## config.mk

```make
export PLATFORM = sky130hd
export DESIGN_NAME = vga_timing
export DESIGN_NICKNAME = d
export VERILOG_FILES = /design/src/rtl/vga_timing.sv
export SDC_FILE = /design/constraint.sdc
export NUM_CORES = 1
export LEC_CHECK = 0
export BUFFER_PORTS_ARGS = -buffer_cell sky130_fd_sc_hd__buf_2
export CAP_MARGIN = 20
export CORE_MARGIN = 2
export CORE_UTILIZATION = 45
export DETAILED_ROUTE_END_ITERATION = 12
export PLACE_DENSITY = 0.65
export SKIP_CTS_REPAIR_TIMING = 1
export SLEW_MARGIN = 20
export SYNTH_ARGS = -nofsm -noshare
export SYNTH_HDL_FRONTEND = slang
export SYNTH_SLANG_ARGS = --single-unit
```

## constraint.sdc

```tcl
create_clock -name clk -period 2 [get_ports clk]
set_input_delay 0.4 -clock clk [delete_from_list [all_inputs] [get_ports clk]]
set_output_delay 0.4 -clock clk [all_outputs]
set_load 0.1 [all_outputs]
```

## src/rtl/vga_timing.sv

```systemverilog
// VGA raster timing generator: h/v counters, registered pixel strobes and delayed active-low syncs.
// Optional frame counter output is enabled by defining VGA_TIMING_FRAME_COUNT_EN.
module vga_timing #(
  parameter int unsigned H_ACTIVE   = 640,
  parameter int unsigned H_FP       = 16,
  parameter int unsigned H_SYNC     = 96,
  parameter int unsigned H_BP       = 48,
  parameter int unsigned V_ACTIVE   = 480,
  parameter int unsigned V_FP       = 10,
  parameter int unsigned V_SYNC     = 2,
  parameter int unsigned V_BP       = 33,
  parameter int unsigned SYNC_DELAY = 2
) (
  input  logic        clk,
  input  logic        resetn,
  output logic [9:0]  pixel_x,
  output logic [9:0]  pixel_y,
  output logic        pixel_valid,
  output logic        line_start,
  output logic        frame_start,
  output logic        vga_hsync,
  output logic        vga_vsync
`ifdef VGA_TIMING_FRAME_COUNT_EN
  ,
  output logic [15:0] frame_count
`endif
);

  localparam int unsigned H_TOTAL = H_ACTIVE + H_FP + H_SYNC + H_BP;
  localparam int unsigned V_TOTAL = V_ACTIVE + V_FP + V_SYNC + V_BP;
  localparam int unsigned HW      = (H_TOTAL > 1) ? $clog2(H_TOTAL) : 1;
  localparam int unsigned VW      = (V_TOTAL > 1) ? $clog2(V_TOTAL) : 1;

  logic [HW-1:0]         h;
  logic [VW-1:0]         v;
  logic [SYNC_DELAY:0]   hs_pipe;
  logic [SYNC_DELAY:0]   vs_pipe;

  logic h_last_c;
  logic v_last_c;
  logic active_c;
  logic hsync_raw_c;
  logic vsync_raw_c;

  // Position decode of the counter value that the output register is about to present.
  always_comb begin
    h_last_c    = (32'(h) == H_TOTAL - 1);
    v_last_c    = (32'(v) == V_TOTAL - 1);
    active_c    = (32'(h) < H_ACTIVE) && (32'(v) < V_ACTIVE);
    hsync_raw_c = !((32'(h) >= H_ACTIVE + H_FP) && (32'(h) < H_ACTIVE + H_FP + H_SYNC));
    vsync_raw_c = !((32'(v) >= V_ACTIVE + V_FP) && (32'(v) < V_ACTIVE + V_FP + V_SYNC));
  end

  always_ff @(posedge clk) begin
    if (!resetn) begin
      h           <= '0;
      v           <= '0;
      pixel_valid <= 1'b0;
      pixel_x     <= '0;
      pixel_y     <= '0;
      line_start  <= 1'b0;
      frame_start <= 1'b0;
      hs_pipe     <= '1;
      vs_pipe     <= '1;
    end else begin
      // h and v wrap on the same edge at end of frame.
      h <= h_last_c ? '0 : h + HW'(1);
      if (h_last_c) begin
        v <= v_last_c ? '0 : v + VW'(1);
      end
      pixel_valid <= active_c;
      pixel_x     <= active_c ? 10'(h) : 10'd0;
      pixel_y     <= active_c ? 10'(v) : 10'd0;
      line_start  <= (h == '0);
      frame_start <= (h == '0) && (v == '0);
      // Stage 0 is the output register; stages above it add SYNC_DELAY cycles of lag.
      hs_pipe[0]  <= hsync_raw_c;
      vs_pipe[0]  <= vsync_raw_c;
      for (int i = 1; i <= int'(SYNC_DELAY); i++) begin
        hs_pipe[i] <= hs_pipe[i-1];
        vs_pipe[i] <= vs_pipe[i-1];
      end
    end
  end

  assign vga_hsync = hs_pipe[SYNC_DELAY];
  assign vga_vsync = vs_pipe[SYNC_DELAY];

`ifdef VGA_TIMING_FRAME_COUNT_EN
  // Advances on the same edge that raises frame_start.
  always_ff @(posedge clk) begin
    if (!resetn) begin
      frame_count <= '0;
    end else if ((h == '0) && (v == '0)) begin
      frame_count <= frame_count + 16'd1;
    end
  end
`endif

endmodule

```

### After elaboration in Yosys (flattened, before gate mapping)

Cells that the tools add are included.

| storage, ports and cells | value |
|---|---|
| flip-flop bits (word level) | 49 |
| bits in latches | 0 |
| bits in writable memories | 0 |
| bits in read-only memories | 0 |
| input bits | 2 |
| output and inout bits | 25 |
| word-level logic and storage cells | 31 |
| memories kept | 0 |

| operators by class | value |
|---|---|
| add/sub/neg operators | 2 |
| $mul | 0 |
| divide/modulo/power cells | 0 |
| $lt $le $gt $ge | 6 |
| equal/unequal tests | 2 |
| shifts and indexed selects | 0 |
| mux-type cells | 1 |
| bitwise gates (word level) | 1 |
| reduce and logical (&&, ||, !) cells | 10 |

Operators with widths:

| operator | number |
|---|---|
| 10-bit by 1-bit adder with 10-bit output (second input constant) | 2 |
| 10-bit equality test (second input constant) | 2 |
| 10-bit zero test | 2 |
| 10-bit < comparator (second input constant) | 2 |
| 10-bit by 9-bit < comparator with 1-bit output (second input constant) | 2 |
| 10-bit >= comparator (second input constant) | 1 |
| 10-bit by 9-bit >= comparator with 1-bit output (second input constant) | 1 |
| 10-bit 2-to-1 mux | 1 |
| 1-bit logical AND | 4 |
| 1-bit zero test | 2 |
| 2-bit AND reduction | 1 |
| 2-bit OR reduction | 1 |
| 1-bit inverter | 1 |

### Longest topological paths before layout

| depth | value |
|---|---|
| depth in word-level cells | 3 |
| mapped depth | 6 |
| mapped depth without buffers | 6 |

### Worst setup path after synthesis

Ideal clock, no wire load.

| timing path | value |
|---|---|
| kind | register -> register |
| start | register h[0] |
| end | register v[0] |
| setup time | 0.132 ns |
| arrival | 1.512 ns |
| required time | 1.868 ns |
| slack | 0.356 ns |
| cell stages (with the launch flop) | 7 |
| buffers on the path | 1 |
| period minus slack after synthesis | 1.644 ns |
| path through | dfxtp_1 ha_1 and4_1 buf_4 nand3_1 o31ai_4 nor2_1 |

| between the ends | value |
|---|---|
| word-level cells in the longest chain between the ends | 1 |

Ends and longest elaborated chain:

| element | RTL line | text |
|---|---|---|
| start: declaration | 34 | `logic [HW-1:0] h;` |
| start signal: assignment | 67 | `h <= h_last_c ? '0 : h + HW'(1);` |
| 10-bit equality test | 47 | `h_last_c = (32'(h) == H_TOTAL - 1);` |
| end signal: assignment | 69 | `v <= v_last_c ? '0 : v + VW'(1);` |
| end: declaration | 35 | `logic [VW-1:0] v;` |

No other way between the ends.
A chain may end at the register's enable or synchronous reset.

### Final worst setup path

| timing path | value |
|---|---|
| start | register h[0] |
| end | register v[7] |

The elaborated chain is that of the path after synthesis.

==> parameters.txt <==
Parameter                              Value

Clock tree
  CTS tree    done
  Worst-path clk slew    0.08 ns
  Clock latency of the later-clocked register in the worst-skew pair    0.29 ns
  Number of buffers added by the clock tree synthesis step    5
  Clk buf depth    2
  Clock root buffer    clkbuf_8
  CTS H-Tree Depth    2
  Clock Sink Count    49

Setup path
  Kind of critical path    flip-flop to flip-flop
  Register-to-register setup slack    0.17 ns
  Startpoint of the worst-slack reg-to-reg timing path    h[0]
  Reg2reg path depth    5
  Required arrival time at the worst endpoint    2.23 ns
  Largest delay contributor family on the critical path    simple AND/OR/NAND/NOR gates
  Category of the worst setup path capture point    flip-flop
  Worst path cell trace    ha_1 -> and4_2 -> nand4_1 -> or3_1 -> a21oi_1
  Library cell contributing the largest single delay on the critical path    dfxtp_1
  Number of buffers and inverters on the critical path    0
  Stage delay of the slowest cell on the critical path    approximately 0.42 ns
  FF-to-FF End    v[7]
  Largest driver fanout on the critical path    6
  Category of the worst setup path launch point    flip-flop
  Arrival time of the worst setup path    approximately 2.1 ns

STA
  Setup repair after global routing missed its margin    false
  Count of endpoints failing hold in the final timing report    0
  Worst clock skew    0.00343 ns
  Number of setup violations in the final report    0
  Portion of the clock cycle consumed by the worst path in the final layout    91.3%
  Pins Over Slew Limit    0
  PnR worst setup slack    roughly 0.17 ns
  Post-route minimum period    1.83 ns
  Setup TNS    0 ns
  Fmax    between 500 and 600 MHz

Placement
  Count of input and output buffers    26
  Post-DP HPWL    roughly 2500 µm
  Place WS    between 0.04 and 0.05 ns
  Placer's final routability congestion estimate    approximately 0.80

GRT
  Leftover overflow at the end of global routing    0
  Largest net degree at the start of global routing    21
  Total track usage    15.9%
  Number of global-route vias before repair    1178
  First-pass GRT wire length    roughly 5300 µm
  Initial antenna violation count    0

Pwr
  Combinational fraction of design power    under 10%
  Pint    1.26 mW
  Reported net switching power    0.414 mW
  Ratio of total power to cell area    about 800 mW/mm²
  Relative contribution of the clock network to total power    ~33%
  Worst IR Drop VDD    0.000255 V
  Sw frac    24.7%
  Proportion of power drawn by flip-flops and latches    about three fifths
  Leakage power    0.840 nW

Routing
  Routed wire length    3390 µm
  1st-pass router iterations    4
  Detailed-route vias per instance    5.05
  Violation count after the first detailed-routing iteration    28
  DRC Markers    0
  Wire length per cell after detailed routing    roughly 13 µm
  Number of vias in the routed layout    1318
  Number of nets with antenna violations after routing    0

Synthesis
  EDFF count, synth    0
  Ys async rst share    0%
  Number of different library cells in the post-synthesis netlist    36
  Average instance area after synthesis    10.0 µm²
  Number of standard cells after synthesis    about 180
  Share of the yosys chip area belonging to registers    54.1%
  Primary FF master, synth    dfxtp_1
  YS warnings    0
  Post-Syn Area    0.00181 mm²
  Number of storage elements in the synthesis netlist    slightly below 50
  Net count after synthesis    187

Floorplan
  Std-Cell Core Area    0.00394 mm²
  Count of pins on the block boundary    27
  Die X-Extent    around 67 µm
  Std cell rows    23
  Height of the chip    67.5 µm
  Initial cell density of the core    46.0%
  Total die area    0.00455 mm²

Layout
  Antenna cell count    0
  Area Overhead vs Synth    15.8%
  Layout Nets    216
  Layout Utilization    53.3%
  Ratio of cells with drive above 1 in the final layout    20.4%

Job
  Max-capacitance violation count    0

Min path
  Hold depth    1
  Hold worst-path end    hs_pipe[1]
  Path class of the lowest-slack min-delay path    flip-flop to flip-flop
  Startpoint of the worst hold path    hs_pipe[0]

Status
  Outcome    finished clean
[layer usage]
layer  share of wire [%]  GRT usage [%]  vias to the layer above  routed length [µm]
met5                   0              0                        -                   0
met4                 1.6           6.38                        0                  53
met3                 5.2           5.33                        6                 176
met2                  49           27.5                       31                1660
met1                  44           17.9                      617                1500
li1                    -              -                      664                   -
[state kept, by name (all words and copies together), names as in the netlist]
signal and flops:
pixel_valid 1, v 10, hs_pipe 3, frame_start 1, line_start 1, h 10
pixel_x 10, pixel_y 10, vs_pipe 3
[synth_stat cells (2+ instances only)]
| cell | number | share of area (%) |
|---|---|---|
| nand2_1 | 12 | 2.5 |
| nand2b_1 | 4 | 1.4 |
| and4_1 | 2 | 0.97 |
| o21ai_0 | 7 | 1.9 |
| nor4b_1 | 2 | 0.97 |
| xor2_1 | 4 | 1.9 |
| ha_1 | 4 | 2.8 |
| nand4_1 | 4 | 1.4 |
| nor3_1 | 2 | 0.55 |
| xnor2_1 | 7 | 3.4 |
| dfxtp_1 | 49 | 54 |
| or3_1 | 5 | 1.7 |
| nor4_1 | 2 | 0.69 |
| and2_1 | 23 | 7.9 |
| a21oi_1 | 5 | 1.4 |
| and3_1 | 2 | 0.69 |
| clkbuf_1 | 6 | 1.2 |
| nor2_1 | 13 | 2.7 |
| inv_1 | 4 | 0.83 |
| nand3_1 | 8 | 2.2 |
[worst register-to-register path, stage by stage, from the launching register on]
cell	delay (ns)
dfxtp_1	0.42
ha_1	0.26
and4_2	0.33
nand4_1	0.22
or3_1	0.37
a21oi_1	0.15
[through the flow]
stage,instances,power (mW),cell area [µm²],hold WS [ns]
after floorplan,181,1.12,1810,0.386
after global placement,252,1.14,1990,0.388
after detailed placement,252,1.14,1990,0.393
after CTS,260,1.69,2080,0.408
after global routing,261,1.74,2100,0.409
final,261,1.67,2100,0.412
[worst max-delay path by stage]
stage,from,to,slack (ns),depth (start not counted)
after global routing,h[0],v[7],0.02,5
after CTS,h[0],v[0],0.04,5
after global placement,h[0],v[1],0.17,5
after detailed placement,h[0],v[0],0.04,5
final,h[0],v[7],0.17,5
after floorplan,h[0],v[0],0.36,6
[final cells by class]
type                    count  area (µm²)
fillers                   356        1840
flip-flops and latches     49         981
multi-input cells         121         788
repair buffers             29         165
clock buffers               6        72.6
well taps                  50        62.6
clock inverters             2        15.0
inverters                   4        15.0
[power groups by stage]
stage          registers [mW]  logic, mW  clock network (mW)
6_report                0.998      0.122               0.554
5_1_grt                  1.00      0.128               0.607
4_1_cts                 0.998      0.118               0.576
3_5_place_dp             1.02      0.117                   0
3_3_place_gp             1.02      0.115                   0
2_1_floorplan            1.09     0.0286                   0
[placed cells by master (no fill, tap or decap), drive strengths merged]
master	n
xor2	4
dfxtp	49
buf	29
clkinvlp	2
nand4	5
nor3	2
nand2b	4
or4	2
nor4b	2
ha	4
and3b	1
mux2i	1
o21ai	7
nand2	12
conb	1
o31ai	2
nor2	14
nand3	9
nor4bb	1
xnor2	7
a21oi	6
and2	23
and4b	1
nand4b	1
clkbuf	6
nor2b	1
or3	5
and4	2
inv	4
and3	2
nor4	2
[cell families after synthesis]
kind of cell,count (synthesis),share of synthesized area [%]
AOI/OAI and AO/OA,15,5.38
xor gates and xnor gates,11,5.31
adders and majority gates,4,2.76
buffers and inverters,11,2.48
DFF,49,54.1
muxes,1,0.552
other,1,0.207
and+or+nand+nor,89,29.2
No activity file was read; power rests on OpenSTA's default activity.
